===== src/rtl/sum_loop_sequencer.sv =====
// Start/done Moore controller driving the register-file/adder datapath through the accumulate
// loop. Define ITER_GUARD_EN to stop the loop and flag err once MAX_ITER iterations complete.
`timescale 1ns/1ps
module sum_loop_sequencer #(
   parameter int unsigned ADDR_W   = 3,
   parameter int unsigned CNT_W    = 8,
   parameter int unsigned MAX_ITER = 255
) (
   input  logic              clk,
   input  logic              reset,
   input  logic              start_i,
   input  logic              stop_i,
   input  logic              cmp_le_i,
   output logic              rf_src_sel_o,
   output logic [ADDR_W-1:0] raddr1_o,
   output logic [ADDR_W-1:0] raddr2_o,
   output logic [ADDR_W-1:0] waddr_o,
   output logic              we_o,
   output logic              out_en_o,
   output logic              busy_o,
   output logic              done_o,
   output logic              err_o,
   output logic [CNT_W-1:0]  iter_cnt_o
);

   localparam logic [ADDR_W-1:0] RegR1 = ADDR_W'(1);
   localparam logic [ADDR_W-1:0] RegR2 = ADDR_W'(2);
   localparam logic [ADDR_W-1:0] RegR3 = ADDR_W'(3);

`ifdef ITER_GUARD_EN
   localparam bit GuardEn = 1'b1;
`else
   localparam bit GuardEn = 1'b0;
`endif

   typedef enum logic [3:0] {
      StIdle, StClr1, StClr2, StLd1, StTest, StAcc, StInc, StOut, StDone
   } state_e;

   state_e              state_q, state_d;
   logic                set_err;
   logic                at_cap;
   logic                src_q, src_d;
   logic [ADDR_W-1:0]   raddr1_q, raddr1_d;
   logic [ADDR_W-1:0]   raddr2_q, raddr2_d;
   logic [ADDR_W-1:0]   waddr_q, waddr_d;
   logic                we_q, we_d;
   logic                out_en_q, out_en_d;
   logic                busy_q, busy_d;
   logic                done_q, done_d;
   logic                err_q;
   logic [CNT_W-1:0]    iter_cnt_q;

   assign at_cap = (iter_cnt_q == CNT_W'(MAX_ITER));

   always_comb begin
      state_d = state_q;
      set_err = 1'b0;
      unique case (state_q)
         StIdle: if (start_i) state_d = StClr1;
         StClr1: state_d = StClr2;
         StClr2: state_d = StLd1;
         StLd1:  state_d = StTest;
         StTest: begin
            if (cmp_le_i && GuardEn && at_cap) begin
               state_d = StDone;
               set_err = 1'b1;
            end else if (cmp_le_i) begin
               state_d = StAcc;
            end else begin
               state_d = StDone;
            end
         end
         StAcc:  state_d = StInc;
         StInc:  state_d = StOut;
         StOut:  state_d = StTest;
         StDone: state_d = StIdle;
         default: state_d = StIdle;
      endcase
      // Abort overrides every successor, including the comparator decision.
      if (stop_i && (state_q inside {StClr1, StClr2, StLd1, StTest, StAcc, StInc, StOut})) begin
         state_d = StDone;
         set_err = 1'b1;
      end
   end

   // Outputs are decoded from the next state and registered, so they track state_q exactly.
   always_comb begin
      src_d    = 1'b0;
      raddr1_d = '0;
      raddr2_d = '0;
      waddr_d  = '0;
      we_d     = 1'b0;
      out_en_d = 1'b0;
      busy_d   = (state_d != StIdle);
      done_d   = 1'b0;
      case (state_d)
         StClr1: begin
            waddr_d = RegR1;
            we_d    = 1'b1;
         end
         StClr2: begin
            waddr_d = RegR2;
            we_d    = 1'b1;
         end
         StLd1: begin
            src_d   = 1'b1;
            waddr_d = RegR3;
            we_d    = 1'b1;
         end
         StTest: raddr1_d = RegR1;
         StAcc: begin
            raddr1_d = RegR1;
            raddr2_d = RegR2;
            waddr_d  = RegR2;
            we_d     = 1'b1;
         end
         StInc: begin
            raddr1_d = RegR1;
            raddr2_d = RegR3;
            waddr_d  = RegR1;
            we_d     = 1'b1;
         end
         StOut: begin
            raddr1_d = RegR2;
            out_en_d = 1'b1;
         end
         StDone: done_d = 1'b1;
         default: ;
      endcase
   end

   always_ff @(posedge clk or posedge reset) begin
      if (reset) begin
         state_q    <= StIdle;
         src_q      <= 1'b0;
         raddr1_q   <= '0;
         raddr2_q   <= '0;
         waddr_q    <= '0;
         we_q       <= 1'b0;
         out_en_q   <= 1'b0;
         busy_q     <= 1'b0;
         done_q     <= 1'b0;
         err_q      <= 1'b0;
         iter_cnt_q <= '0;
      end else begin
         state_q  <= state_d;
         src_q    <= src_d;
         raddr1_q <= raddr1_d;
         raddr2_q <= raddr2_d;
         waddr_q  <= waddr_d;
         we_q     <= we_d;
         out_en_q <= out_en_d;
         busy_q   <= busy_d;
         done_q   <= done_d;
         if (state_q == StIdle && start_i) begin
            err_q      <= 1'b0;
            iter_cnt_q <= '0;
         end else begin
            if (set_err) err_q <= 1'b1;
            if (state_q == StOut && iter_cnt_q != {CNT_W{1'b1}}) begin
               iter_cnt_q <= iter_cnt_q + CNT_W'(1);
            end
         end
      end
   end

   assign rf_src_sel_o = src_q;
   assign raddr1_o     = raddr1_q;
   assign raddr2_o     = raddr2_q;
   assign waddr_o      = waddr_q;
   assign we_o         = we_q;
   assign out_en_o     = out_en_q;
   assign busy_o       = busy_q;
   assign done_o       = done_q;
   assign err_o        = err_q;
   assign iter_cnt_o   = iter_cnt_q;

endmodule

===== config.mk =====
export PLATFORM = sky130hd
export DESIGN_NAME = sum_loop_sequencer
export DESIGN_NICKNAME = d
export VERILOG_FILES = /design/src/rtl/sum_loop_sequencer.sv
export SDC_FILE = /design/constraint.sdc
export NUM_CORES = 1
export LEC_CHECK = 0
export BUFFER_PORTS_ARGS = -buffer_cell sky130_fd_sc_hd__buf_2
export CAP_MARGIN = 20
export CORE_ASPECT_RATIO = 0.5
export CORE_MARGIN = 2
export CORE_UTILIZATION = 40
export CTS_CLUSTER_DIAMETER = 50
export DETAILED_ROUTE_END_ITERATION = 12
export GPL_ROUTABILITY_DRIVEN = 1
export GPL_TIMING_DRIVEN = 0
export PLACE_DENSITY = 0.68
export SETUP_SLACK_MARGIN = 0.3
export SLEW_MARGIN = 20
export SYNTH_ARGS = -nofsm -noshare
export SYNTH_HDL_FRONTEND = slang
export SYNTH_SLANG_ARGS = --single-unit

===== constraint.sdc =====
create_clock -name clk -period 1.85 [get_ports clk]
set_clock_uncertainty 0.15 [all_clocks]
set_input_delay 0.185 -clock clk [delete_from_list [all_inputs] [get_ports clk]]
set_output_delay 0.185 -clock clk [all_outputs]
set_load 0.005 [all_outputs]

**Yosys cells after proc, flatten, opt, wreduce, memory -nomap -nowiden**

Cells that the tools add are included.

- Register bits: 27
- Latch bits: 0
- Bits in writable memories: 0
- ROM bits: 0
- Input bits: 5
- Output and inout bits: 23
- Logic and storage cells: 57
- Memories: 0

- $add $sub $neg: 1
- Multipliers: 0
- Div/mod/pow operators: 0
- Magnitude comparators: 0
- Eq/ne operators: 16
- Shift operators: 0
- Muxes and demuxes: 16
- Bitwise logic cells: 0
- Reduce and logical (&&, ||, !) cells: 13

Operator list:

| kind | number |
|---|---|
| == test 4 x 3 -> 1 bit, second input constant | 8 |
| one-hot mux 4 bit (7 select lines) | 1 |
| == test 4 x 2 -> 1 bit, second input constant | 4 |
| 2-to-1 mux 8 bit | 2 |
| 2-to-1 mux 4 bit | 3 |
| adder 8 x 1 -> 8 bit, second input constant | 1 |
| == test 4 x 1 -> 1 bit, second input constant | 2 |
| != test 8 bit, second input constant | 1 |
| one-hot mux 2 bit (2 select lines) | 2 |
| 2-to-1 mux 1 bit | 7 |
| nonzero test 7 bit | 1 |
| one-hot mux 2 bit (3 select lines) | 1 |
| OR reduction 2 bit | 3 |
| OR reduction 5 bit | 1 |
| == test 4 bit, second input constant | 1 |
| logical NOT 4 bit | 1 |
| nonzero test 2 bit | 2 |
| nonzero test 4 bit | 1 |
| logical AND 1 bit | 3 |
| OR reduction 3 bit | 1 |

**Logic depth before layout (Yosys ltp)**

Gate-level depths: netlist of run 1.

- Depth after elaboration: 7
- Gate-level depth with buffers: 6
- Depth with buffers taken out: 5

**Worst setup path after synthesis of run 1**

Ideal clock, no wire load.

- Kind: flip-flop to flip-flop
- From: reg state_q[2]
- To: reg busy_q, in the netlist busy_o
- Setup time: 0.138 ns
- Data arrival time: 1.537 ns
- Required time: 1.562 ns
- Path slack: 0.025 ns
- Stages on the path, launching flop included: 5
- Path buffers: 1
- Clock period less this slack: 1.825 ns
- Cells stage by stage: dfrtp_1 > buf_6 > mux2_4 > o2111a_2 > or4_1

- Word-level cells in the longest chain between the ends: 5
- Elaborated cells on any way between the ends: 15
- Those cells by class: 7 x eq/ne; 3 x mux; 5 x reduce/logical

Ends and longest elaborated chain:

| what | line | text |
|---|---|---|
| start, declared | 40 | `state_e state_q, state_d;` |
| start signal, assigned | 135 | `state_q <= StIdle;` |
| start signal, assigned | 147 | `state_q <= state_d;` |
| == test 4 x 2 -> 1 bit, or another cell as far along | 59, 81 |  |
| OR reduction 2 bit (no source line) or nonzero test 7 bit (tied branches) | - |  |
| one-hot mux 4 bit (7 select lines) or logical AND 1 bit (tied branches) | 59, 81 |  |
| 2-to-1 mux 4 bit (*) | 81 | `if (stop_i && (state_q inside {StClr1, StClr2, StLd1, StTest, StAcc, StInc, StOut})) begin` |
| via state_d[0] | 40 |  |
| nonzero test 4 bit (*) | 95 | `busy_d = (state_d != StIdle);` |
| via busy_d | 49 | `logic busy_q, busy_d;` |
| end signal, assigned | 154 | `busy_q <= busy_d;` |
| end, declared | 49 |  |

The timed path passes the listed nets; every way through them passes the cells marked *.
A chain may end at the register's enable or synchronous reset.

**Worst setup path in the final report of run 1**

Same ends and word-level chain as after synthesis.

==> results.yml, run 1 <==
logic_synthesis:
  postSynth.asyncResetShare_pct: 100
  synth_seq_area_share_pct: 54.9
  synthesis.instances: 105
  synth_top_area_share_pct: 54.9
  post_synth_main_area_contributors: "dfrtp_1 (55%), a21oi_1 (2.7%), buf_4 (2.7%)"
  postSynth.topFlopCell: "dfrtp_1"
  netlist_top_cells_count: "dfrtp_1 (24), nand2_1 (8), a21oi_1 (6), inv_1 (6), nor2_1 (6)"
  synth_top_area_cell: "dfrtp_1"
  netlist-cell-type-count: 36
  post_synth.cell_area_avg_um2: 10.4
  mappedNetlistArea_mm2: 0.00109
  synth-edff-count: 0
  ys_warn_count: 0
  synth-seq-cells: 24
  post-synth-top-count-cell: "dfrtp_1"
cells_and_area:
  diodes: 0
  nFillCells: 219
  drive_above_1_share_pct: 50.0
  synthToLayoutAreaGrowth_pct: 43.5
  layout.cells.non_filler: 185
  nets: 155
timing:
  timing_worst_slew_pin_value_ns: 0.516
  post-route-min-period_ns: 1.83
  slew_viol_final: 0
  achievable-frequency_ghz: 0.547
  slew_headroom_pct: 65.6
  fin_crit_sh_pct: 98.8
  setup_repair_after_global_routing_missed_its_margin: "true"
  timing.setup.tns_ns: 0
  final-setup-viol-count: 0
  final-hold-violation-count: 0
drt:
  route.antenna.remaining_nets: 0
  detailroute.via_count: 911
  drc_errors: 0
  wire_per_inst_um: 12.8
  vias_per_cell: 4.92
  drtIter0Drc: 21
  drt_pass1_iterations: 4
  route.final.wire_length_um: 2370
worst_hold_path:
  hp-class: "input pin to flip-flop"
pwr:
  power-per-cell-area_mw_per_mm2: 1090
  vdd_drop_max_mv: 0.673
  leakage_nw: 0.789
grt:
  grt.total_usage_pct: 16.4
  grt_remaining_overflow: 0
  grt_pass1_wl_um: 3750
  grt_antenna_before_repair: 0
  grt_start_max_net_pins: 25
  grt_pass1_vias: 817
placed_design:
  portBuffers: 24
  gpl.final_weighted_congestion: 0.792
  place_hpwl_um: 1550
  place.detailed.instances: 168
floorplan:
  design.portCount: 28
  initial_utilization_pct: 42.0
  std_cell_rows: 13
  die_y_extent_um: 41.0
  die-area_mm2: 0.00319
  fp.coreArea_mm2: 0.00260
  die_w_um: 77.9
critical_path:
  crit_path_start_kind: "flip-flop"
  critical_path_buf_inv_count: 1
  critical_path.top_delay_family: "simple AND/OR/NAND/NOR gates"
  crit_end_element: "flip-flop"
  worst-endpoint-arrival_ns: 1.82
  maximum_fanout_count_along_the_critical_path: 5
  setup.worst_path.class: "flip-flop to flip-flop"
  cp.required_ns: 1.84
  critical-path-slowest-cell: "or4_4"
  largest_stage_delay_worst_path_ns: 0.47
  timing.critical_path.cells: "buf_6 -> mux2_4 -> o2111a_2 -> or4_4"
status:
  outcome: "finished, final reports clean"
clocking:
  tritoncts: "yes"
  insertion_delay_ns: 0.27
  clock_pin_transition_on_the_worst_setup_and_hold_timing_paths_ns: 0.08
  clock_path_buffers: 2
  clock_sinks: 24
  cts_buffers: 3
  clock_tree.htree_level_count: 1
  cts_root_buffer: "clkbuf_8"
job:
  maxCapViolations: 0
metrics by stage:
step / setup slack [ns] / util, % / total power [W] / hold slack (ns) / cell area (µm²)
floorplan: 0.0560 / - / 0.000997 / 0.0496 / 1110
global placement: -0.0149 / 49.1 / 0.00113 / 0.255 / 1280
finish: 0.0221 / 60.3 / 0.00171 / 0.0433 / 1570
global route: -0.0109 / 60.3 / 0.00182 / 0.0416 / 1570
detailed placement: -0.0418 / 49.1 / 0.00115 / 0.277 / 1280
CTS: 0.0284 / 56.9 / 0.00168 / 0.0359 / 1480
cell families after synthesis:
group           share of synthesized area [%]
simple gates                             18.5
flops                                    54.9
compound gates                           12.5
buf+inv                                  6.98
xor+xnor                                 2.40
mux                                      3.20
fa+ha+maj                                1.14
other cells                             0.343
cell type report:
cell class | count | area, µm² | area share (%)
Timing Repair Buffer | 37 | 236 | 15.1
Tap cell | 37 | 46.3 | 2.95
Inverter | 6 | 26.3 | 1.67
Multi-Input combinational cell | 69 | 529 | 33.7
Clock buffer | 4 | 55.1 | 3.51
Sequential cell | 24 | 603 | 38.4
Buffer | 8 | 72.6 | 4.63
registers in the layout (all words and copies together) (netlist names):
| signal | flops |
|---|---|
| we_o | 1 |
| state_q | 4 |
| rf_src_sel_o | 1 |
| iter_cnt_o | 8 |
| waddr_o | 2 |
| out_en_o | 1 |
| raddr2_o | 2 |
| done_o | 1 |
| busy_o | 1 |
| raddr1_o | 2 |
| err_o | 1 |
placed cells by master (no fill, tap or decap), types with 2 or more instances in the layout:
cell type | netlist | layout
buf_4 | 4 | 14
buf_2 | 1 | 25
or3_1 | 4 | 3
conb_1 | 1 | 3
dfrtp_1 | 24 | 22
clkbuf_8 | 0 | 4
buf_6 | 1 | 3
mux2i_1 | 2 | 2
inv_1 | 6 | 3
nor3_1 | 5 | 4
o211ai_1 | 2 | 2
nand4_1 | 2 | 2
dfrtp_2 | 0 | 2
and3_1 | 2 | 2
or4_4 | 0 | 2
and3_2 | 2 | 2
a21oi_1 | 6 | 4
nand3_1 | 3 | 2
a21oi_2 | 0 | 2
inv_2 | 0 | 2
nor2_1 | 6 | 5
o21ai_0 | 4 | 4
nand2_1 | 8 | 7
final timing paths:
check	start	to	slack, ns	cells after the start
min in group asynchronous	reset	err_o$_DFFE_PP0P_	0.34	3
max in group asynchronous	reset	iter_cnt_o[0]$_DFFE_PP0P_	0.88	3
hold reg to reg	iter_cnt_o[4]$_DFFE_PP0P_	iter_cnt_o[4]$_DFFE_PP0P_	0.41	1
hold / removal	stop_i	raddr2_o[0]$_DFF_PP0_	0.04	2
setup reg to reg	state_q[2]$_DFF_PP0_	busy_o$_DFF_PP0_	0.02	4
setup / recovery	state_q[2]$_DFF_PP0_	busy_o$_DFF_PP0_	0.02	4
what timing repair did:
action | in CTS | in global routing
setup buffers | 10 | 2
hold buffers | 1 | 0
gates resized for setup | 15 | 17
setup endpoints to repair | 14 | 38
pin swaps | 4 | 6
hold endpoints to repair | 24 | 0
routing by layer:
metal / global-route usage [%] / part of all wire [%]
met1: 18.5 / 44
met2: 30.4 / 50
met3: 4.63 / 4.0
met4: 9.21 / 1.7
met5: 0 / 0
power by group:
group          internal (W)  total, W  switching, W
clock network      0.000190  0.000352      0.000162
logic              0.000357  0.000693      0.000336
registers          0.000620  0.000663     0.0000430
total               0.00117   0.00171      0.000541
Power figures use the tool's default switching activity.
==> inputs of run 2 (changes only) <==
- ABC_AREA: not set -> 1
==> run 2 against run 1 <==
  * Total power is 15% higher
  * Final area is 0.32% lower
  * Sequential power is 10% higher
  * Clock-buffer cell count is 1 lower
  * Flip-flop and latch count stayed put
  * Die area is 4.8% higher
  * Routed wire length is 3.0% lower
  * Fmax is 20% higher
  * Critical endpoint is now waddr_o[0]$_DFF_PP0_
  * Highest routed layer unchanged
==> results.yml, run 2 <==
status:
  outcome: "finished, final reports clean"
logic_synthesis:
  post-synth-top-count-cell: "nand2_1"
  synth_seq_area_share_pct: 52.2
  netlist_top_cells_count: "nand2_1 (37), dfrtp_1 (24), inv_1 (18)"
  postSynth.topFlopCell: "dfrtp_1"
  synth-edff-count: 0
  synth_top_area_share_pct: 52.2
  synth-seq-cells: 24
  post_synth_main_area_contributors: "dfrtp_1 (52%), nand2_1 (12%), nand3_1 (6.5%)"
  ys_warn_count: 0
  netlist-cell-type-count: 22
  mappedNetlistArea_mm2: 0.00115
  synth_top_area_cell: "dfrtp_1"
  postSynth.asyncResetShare_pct: 100
  post_synth.cell_area_avg_um2: 8.71
  synthesis.instances: 132
floorplan:
  die_y_extent_um: 41.9
  std_cell_rows: 13
  design.portCount: 28
  fp.coreArea_mm2: 0.00267
  initial_utilization_pct: 43.1
  die_w_um: 79.8
  die-area_mm2: 0.00335
critical_path:
  worst_r2r_endpoint: "waddr_o[0]$_DFF_PP0_"
  critical_path_stages: 8
  worst-r2r-cell-count: 8
  setup.worst_path.class: "flip-flop to flip-flop"
  worst-endpoint-arrival_ns: 1.53
  critical_path.endpoint: "waddr_o[0]$_DFF_PP0_"
  cp.required_ns: 1.86
  crit_path_start_kind: "flip-flop"
  crit_end_element: "flip-flop"
  timing.critical_path.cells: "nor2_4 -> nand2_2 -> a21oi_2 -> nand2_2 -> inv_2 -> nor2_2 -> nand2_1 -> nand2_1"
  timing.critical_path.from: "state_q[0]$_DFF_PP0_"
  ff2ff_setup_slack_ns: 0.33
  worst_r2r_startpoint: "state_q[0]$_DFF_PP0_"
  critical_path.top_delay_family: "simple AND/OR/NAND/NOR gates"
  critical-path-slowest-cell: "dfrtp_2"
  maximum_fanout_count_along_the_critical_path: 4
  critical_path_buf_inv_count: 1
  largest_stage_delay_worst_path_ns: 0.44
timing:
  slew_headroom_pct: 65.8
  timing.setup.tns_ns: 0
  hold_slack_ns: 0.0684
  achievable-frequency_ghz: 0.659
  slew_viol_final: 0
  final-hold-violation-count: 0
  post-route-min-period_ns: 1.52
  timing_worst_slew_pin_value_ns: 0.511
  setup_repair_after_global_routing_missed_its_margin: "true"
  fin_crit_sh_pct: 82.1
  final-setup-viol-count: 0
cells_and_area:
  synthToLayoutAreaGrowth_pct: 36.0
  largest_register_ffs: 8
  nets: 181
  final-seq-area_um2: 607
  commonest_cells_after_routing_fill_and_taps_aside: "nand2_1 (36), buf_2 (24), dfrtp_1 (19), inv_1 (14)"
  finished_cell_area_mm2: 0.00156
  nFillCells: 255
  multi_input_comb_area_um2: 526
  layout.cells.most_common: "nand2_1"
  diodes: 0
  drive_above_1_share_pct: 40.2
clocking:
  cts_buffers: 3
  clock_sinks: 24
  insertion_delay_ns: 0.26
  clock_pin_transition_on_the_worst_setup_and_hold_timing_paths_ns: 0.08
  clock_tree.htree_level_count: 1
  clock_path_buffers: 2
  cts_root_buffer: "clkbuf_8"
  tritoncts: "yes"
pwr:
  leakage_nw: 0.893
  vdd_drop_max_mv: 0.526
  finalPower_w: 0.00196
  power-per-cell-area_mw_per_mm2: 1250
drt:
  drc_errors: 0
  drt_pass1_iterations: 4
  wire_per_inst_um: 10.9
  detailroute.via_count: 968
  drtIter0Drc: 33
  route.final.wire_length_um: 2300
  vias_per_cell: 4.59
  route.antenna.remaining_nets: 0
grt:
  grt_start_max_net_pins: 25
  grt_pass1_vias: 884
  grt_antenna_before_repair: 0
  grt_pass1_wl_um: 3800
  grt_remaining_overflow: 0
  grt.total_usage_pct: 14.6
placed_design:
  gpl.final_weighted_congestion: 0.790
  portBuffers: 24
  place_hpwl_um: 1540
  placed_area_mm2: 0.00132
worst_hold_path:
  hp-class: "input pin to flip-flop"
job:
  maxCapViolations: 0
[run 2: repair_timing]
| item | 4_1_cts | 5_1_grt |
|---|---|---|
| hold buffers | 1 | 0 |
| endpoints found under the hold margin | 24 | 0 |
| pin swaps | 1 | 8 |
| resized for setup | 10 | 14 |
| endpoints found under the setup margin | 15 | 37 |
| buffers inserted | 3 | 8 |
[run 2: worst register-to-register path, stage by stage (launching register included)]
cell and delay, ns:
dfrtp_2 0.44, nor2_4 0.17, nand2_2 0.10, a21oi_2 0.18
nand2_2 0.10, inv_2 0.10, nor2_2 0.04, nand2_1 0.08
nand2_1 0.05
[run 2: worst min-delay path by stage]
stage	cells after the start	slack, ns	end	start
floorplan	1	0.05	busy_o$_DFF_PP0_	reset
global placement	2	0.26	iter_cnt_o[5]$_DFFE_PP0P_	reset
detailed placement	2	0.27	err_o$_DFFE_PP0P_	reset
CTS	4	0.07	done_o$_DFF_PP0_	cmp_le_i
global route	4	0.09	done_o$_DFF_PP0_	cmp_le_i
finish	4	0.07	done_o$_DFF_PP0_	cmp_le_i
[run 2: area by class of cell]
class                           instances  area share, %
Multi-Input combinational cell         89           33.6
Timing Repair Buffer                   36           14.1
Tap cell                               37           2.96
Clock inverter                          1           1.92
Sequential cell                        24           38.8
Clock buffer                            3           2.64
Inverter                               18           4.56
Buffer                                  3           1.44
[run 2: logic make-up after synthesis]
logic type,share of synthesized area [%]
and+or+nand+nor,30.1
DFF,52.2
buffers and inverters,7.83
AOI/OAI and AO/OA,4.57
xor gates and xnor gates,3.81
adders and majority gates,1.09
other,0.326
[run 2: power by group]
group	total [W]	internal, W	switching, W
sequential	0.000729	0.000651	0.0000781
combinational	0.000775	0.000297	0.000478
clock	0.000457	0.000289	0.000168
[run 2: metrics by stage]
| step | std cells | utilization, % | worst slack (ns) |
|---|---|---|---|
| finish | 211 | 58.6 | 0.331 |
| floorplan | 134 | - | 0.353 |
| global placement | 195 | 49.6 | 0.178 |
| global route | 211 | 58.6 | 0.208 |
| detailed placement | 195 | 49.6 | 0.170 |
| CTS | 203 | 54.7 | 0.324 |
[run 2: layer usage]
layer | routed length, µm | part of all wire, % | track usage [%] | up-vias
met5 | 0 | 0 | 0 | -
met4 | 11 | 0.48 | 3.05 | 0
met3 | 120 | 5.2 | 4.57 | 2
met2 | 1130 | 49 | 24.4 | 27
met1 | 1040 | 45 | 18.8 | 447
li1 | - | - | - | 492
==> inputs of run 3 (changes only) <==
- PLACE_DENSITY: 0.68 -> 0.66
- clock period: 1.85 -> 1.4 ns (I/O delays scaled with it)
==> run 3 against run 2 <==
  * The flow now finishes with violations (negative hold slack, negative setup slack)
  * Combinational power rose by 130%
  * Critical path depth did not move
  * Register-to-register slack got worse by 0.49 ns
  * Routed wire length rose by 25%
  * Sequential share of layout area fell by 5.1 points
  * Hold slack got worse by 0.18 ns
  * Final area rose by 15%
  * Cell count rose by 3.8%
  * Largest power group unchanged
==> results.yml, run 3 (synthesis gave the netlist of run 2 again) <==
drt:
  drc_errors: 0
  route.final.wire_length_um: 2880
  route.antenna.remaining_nets: 0
  vias_per_cell: 4.83
  detailroute.via_count: 1058
  wire_per_inst_um: 13.2
  drt_pass1_iterations: 4
  drtIter0Drc: 59
critical_path:
  worst-r2r-cell-count: 8
  crit_end_element: "flip-flop"
  ff2ff_setup_slack_ns: -0.16
  crit_path_start_kind: "flip-flop"
  cp.required_ns: 1.46
  worst_r2r_endpoint: "we_o$_DFF_PP0_"
  critical-path-slowest-cell: "dfrtp_2"
  maximum_fanout_count_along_the_critical_path: 5
  timing.critical_path.cells: "nor2_4 -> buf_6 -> nand3_4 -> nand3_4 -> nand4_1 -> nand2_2 -> inv_1 -> nand2_1"
  setup.worst_path.class: "flip-flop to flip-flop"
  largest_stage_delay_worst_path_ns: 0.46
  timing.critical_path.from: "state_q[1]$_DFF_PP0_"
  critical_path.endpoint: "we_o$_DFF_PP0_"
  timing.critical_path.mode_cell: "nand3_4"
  worst-endpoint-arrival_ns: 1.62
  critical_path.top_delay_family: "simple AND/OR/NAND/NOR gates"
  worst_r2r_startpoint: "state_q[1]$_DFF_PP0_"
  critical_path_buf_inv_count: 2
  critical_path_stages: 8
worst_hold_path:
  hp-class: "input pin to asynchronous set/reset pin"
timing:
  achievable-frequency_ghz: 0.642
  slew_viol_final: 0
  fin_crit_sh_pct: 111
  timing.setup.tns_ns: -1.45
  final-hold-violation-count: 24
  hold_slack_ns: -0.110
  final-setup-viol-count: 18
  setup_repair_after_global_routing_missed_its_margin: "true"
  post-route-worst-setup-slack_ns: -0.158
  slew_headroom_pct: 41.8
  post-route-min-period_ns: 1.56
  timing_worst_slew_pin_value_ns: 0.872
job:
  maxCapViolations: 0
cells_and_area:
  drive_above_1_share_pct: 55.5
  nFillCells: 211
  final_core_util_pct: 67.5
  commonest_cells_after_routing_fill_and_taps_aside: "nand2_1 (26), buf_2 (21), dfrtp_1 (19), buf_6 (14)"
  diodes: 0
  layout.cells.most_common: "nand2_1"
  largest_register_ffs: 8
  nets: 189
  synthToLayoutAreaGrowth_pct: 56.6
pwr:
  power.combinational.fraction_pct: 52.4
  power-per-cell-area_mw_per_mm2: 1860
  leakage_nw: 0.970
  vdd_drop_max_mv: 0.673
  int_power_w: 0.00200
  power_frac_seq_pct: 29.5
  power_frac_clock_pct: 18.1
  net-switching-power_w: 0.00134
  sw_frac_of_total_pct: 40.1
clocking:
  clock_tree.htree_level_count: 1
  clock_path_buffers: 2
  clock_pin_transition_on_the_worst_setup_and_hold_timing_paths_ns: 0.09
  cts_buffers: 3
  tritoncts: "yes"
  clock_sinks: 24
  cts_root_buffer: "clkbuf_8"
  insertion_delay_ns: 0.27
grt:
  grt_start_max_net_pins: 25
  grt_busiest_layer: "met2"
  grt_remaining_overflow: 0
  grt_pass1_wl_um: 4550
  grt_use_met3_pct: 5.22
  grt_antenna_before_repair: 0
  grt.total_usage_pct: 17.7
  grt_pass1_vias: 1013
  groute.layer.met1.usage_pct: 21.2
  met2_usage_pct: 31.3
floorplan:
  design.portCount: 28
  die_w_um: 79.8
  die-area_mm2: 0.00335
  std_cell_rows: 13
  fp.coreArea_mm2: 0.00267
  die_y_extent_um: 41.9
  initial_utilization_pct: 43.1
status:
  failed_checks: "negative hold slack, negative setup slack"
  outcome: "complete, but fails checks"
placed_design:
  place_hpwl_um: 1570
  gpl.final_weighted_congestion: 0.801
  worst_slack_after_detailed_placement_ns: -0.192
  portBuffers: 24
run 3: how the worst min path moves through the flow:
stage	depth (start not counted)	end	slack (ns)
floorplan	1	busy_o$_DFF_PP0_	0.005
global placement	2	iter_cnt_o[6]$_DFFE_PP0P_	0.20
detailed placement	2	err_o$_DFFE_PP0P_	0.23
CTS	2	err_o$_DFFE_PP0P_	-0.07
global route	2	waddr_o[1]$_DFF_PP0_	-0.02
finish	2	iter_cnt_o[4]$_DFFE_PP0P_	-0.11
run 3: layout make-up:
type	count	area [µm²]	area share, %
clock buffer	3	41.3	2.29
inverter	18	72.6	4.03
timing repair buffer	44	343	19.0
clock inverter	1	30.0	1.67
sequential	24	607	33.7
buffer	3	22.5	1.25
multi-input combinational	89	638	35.4
tap	37	46.3	2.57
run 3: what timing repair did:
item,in CTS,in global routing
setup buffers,15,5
setup endpoints to repair,32,33
gates resized for setup,37,16
endpoints found under the hold margin,24,24
pin swaps,13,15
run 3: per-layer routing:
metal | vias to the layer above | wire length, µm | part of all wire, %
met2 | 31 | 1430 | 50
met3 | 6 | 158 | 5.5
li1 | 507 | - | -
met4 | 0 | 64 | 2.2
met1 | 514 | 1230 | 43
met5 | - | 0 | 0
run 3: power by group through the flow:
stage | sequential, W | combinational, W | clock [W]
3_3_place_gp | 0.000959 | 0.000969 | 0
2_1_floorplan | 0.000972 | 0.000719 | 0
6_report | 0.000984 | 0.00175 | 0.000606
4_1_cts | 0.000963 | 0.00143 | 0.000614
5_1_grt | 0.000994 | 0.00188 | 0.000659
3_5_place_dp | 0.000963 | 0.000986 | 0
run 3: per-stage QoR:
stage,power (W),cells,cell area (µm²)
after floorplan,0.00169,134,1210
after global placement,0.00193,195,1380
after detailed placement,0.00195,195,1380
after CTS,0.00301,214,1690
after global routing,0.00354,219,1800
final,0.00334,219,1800
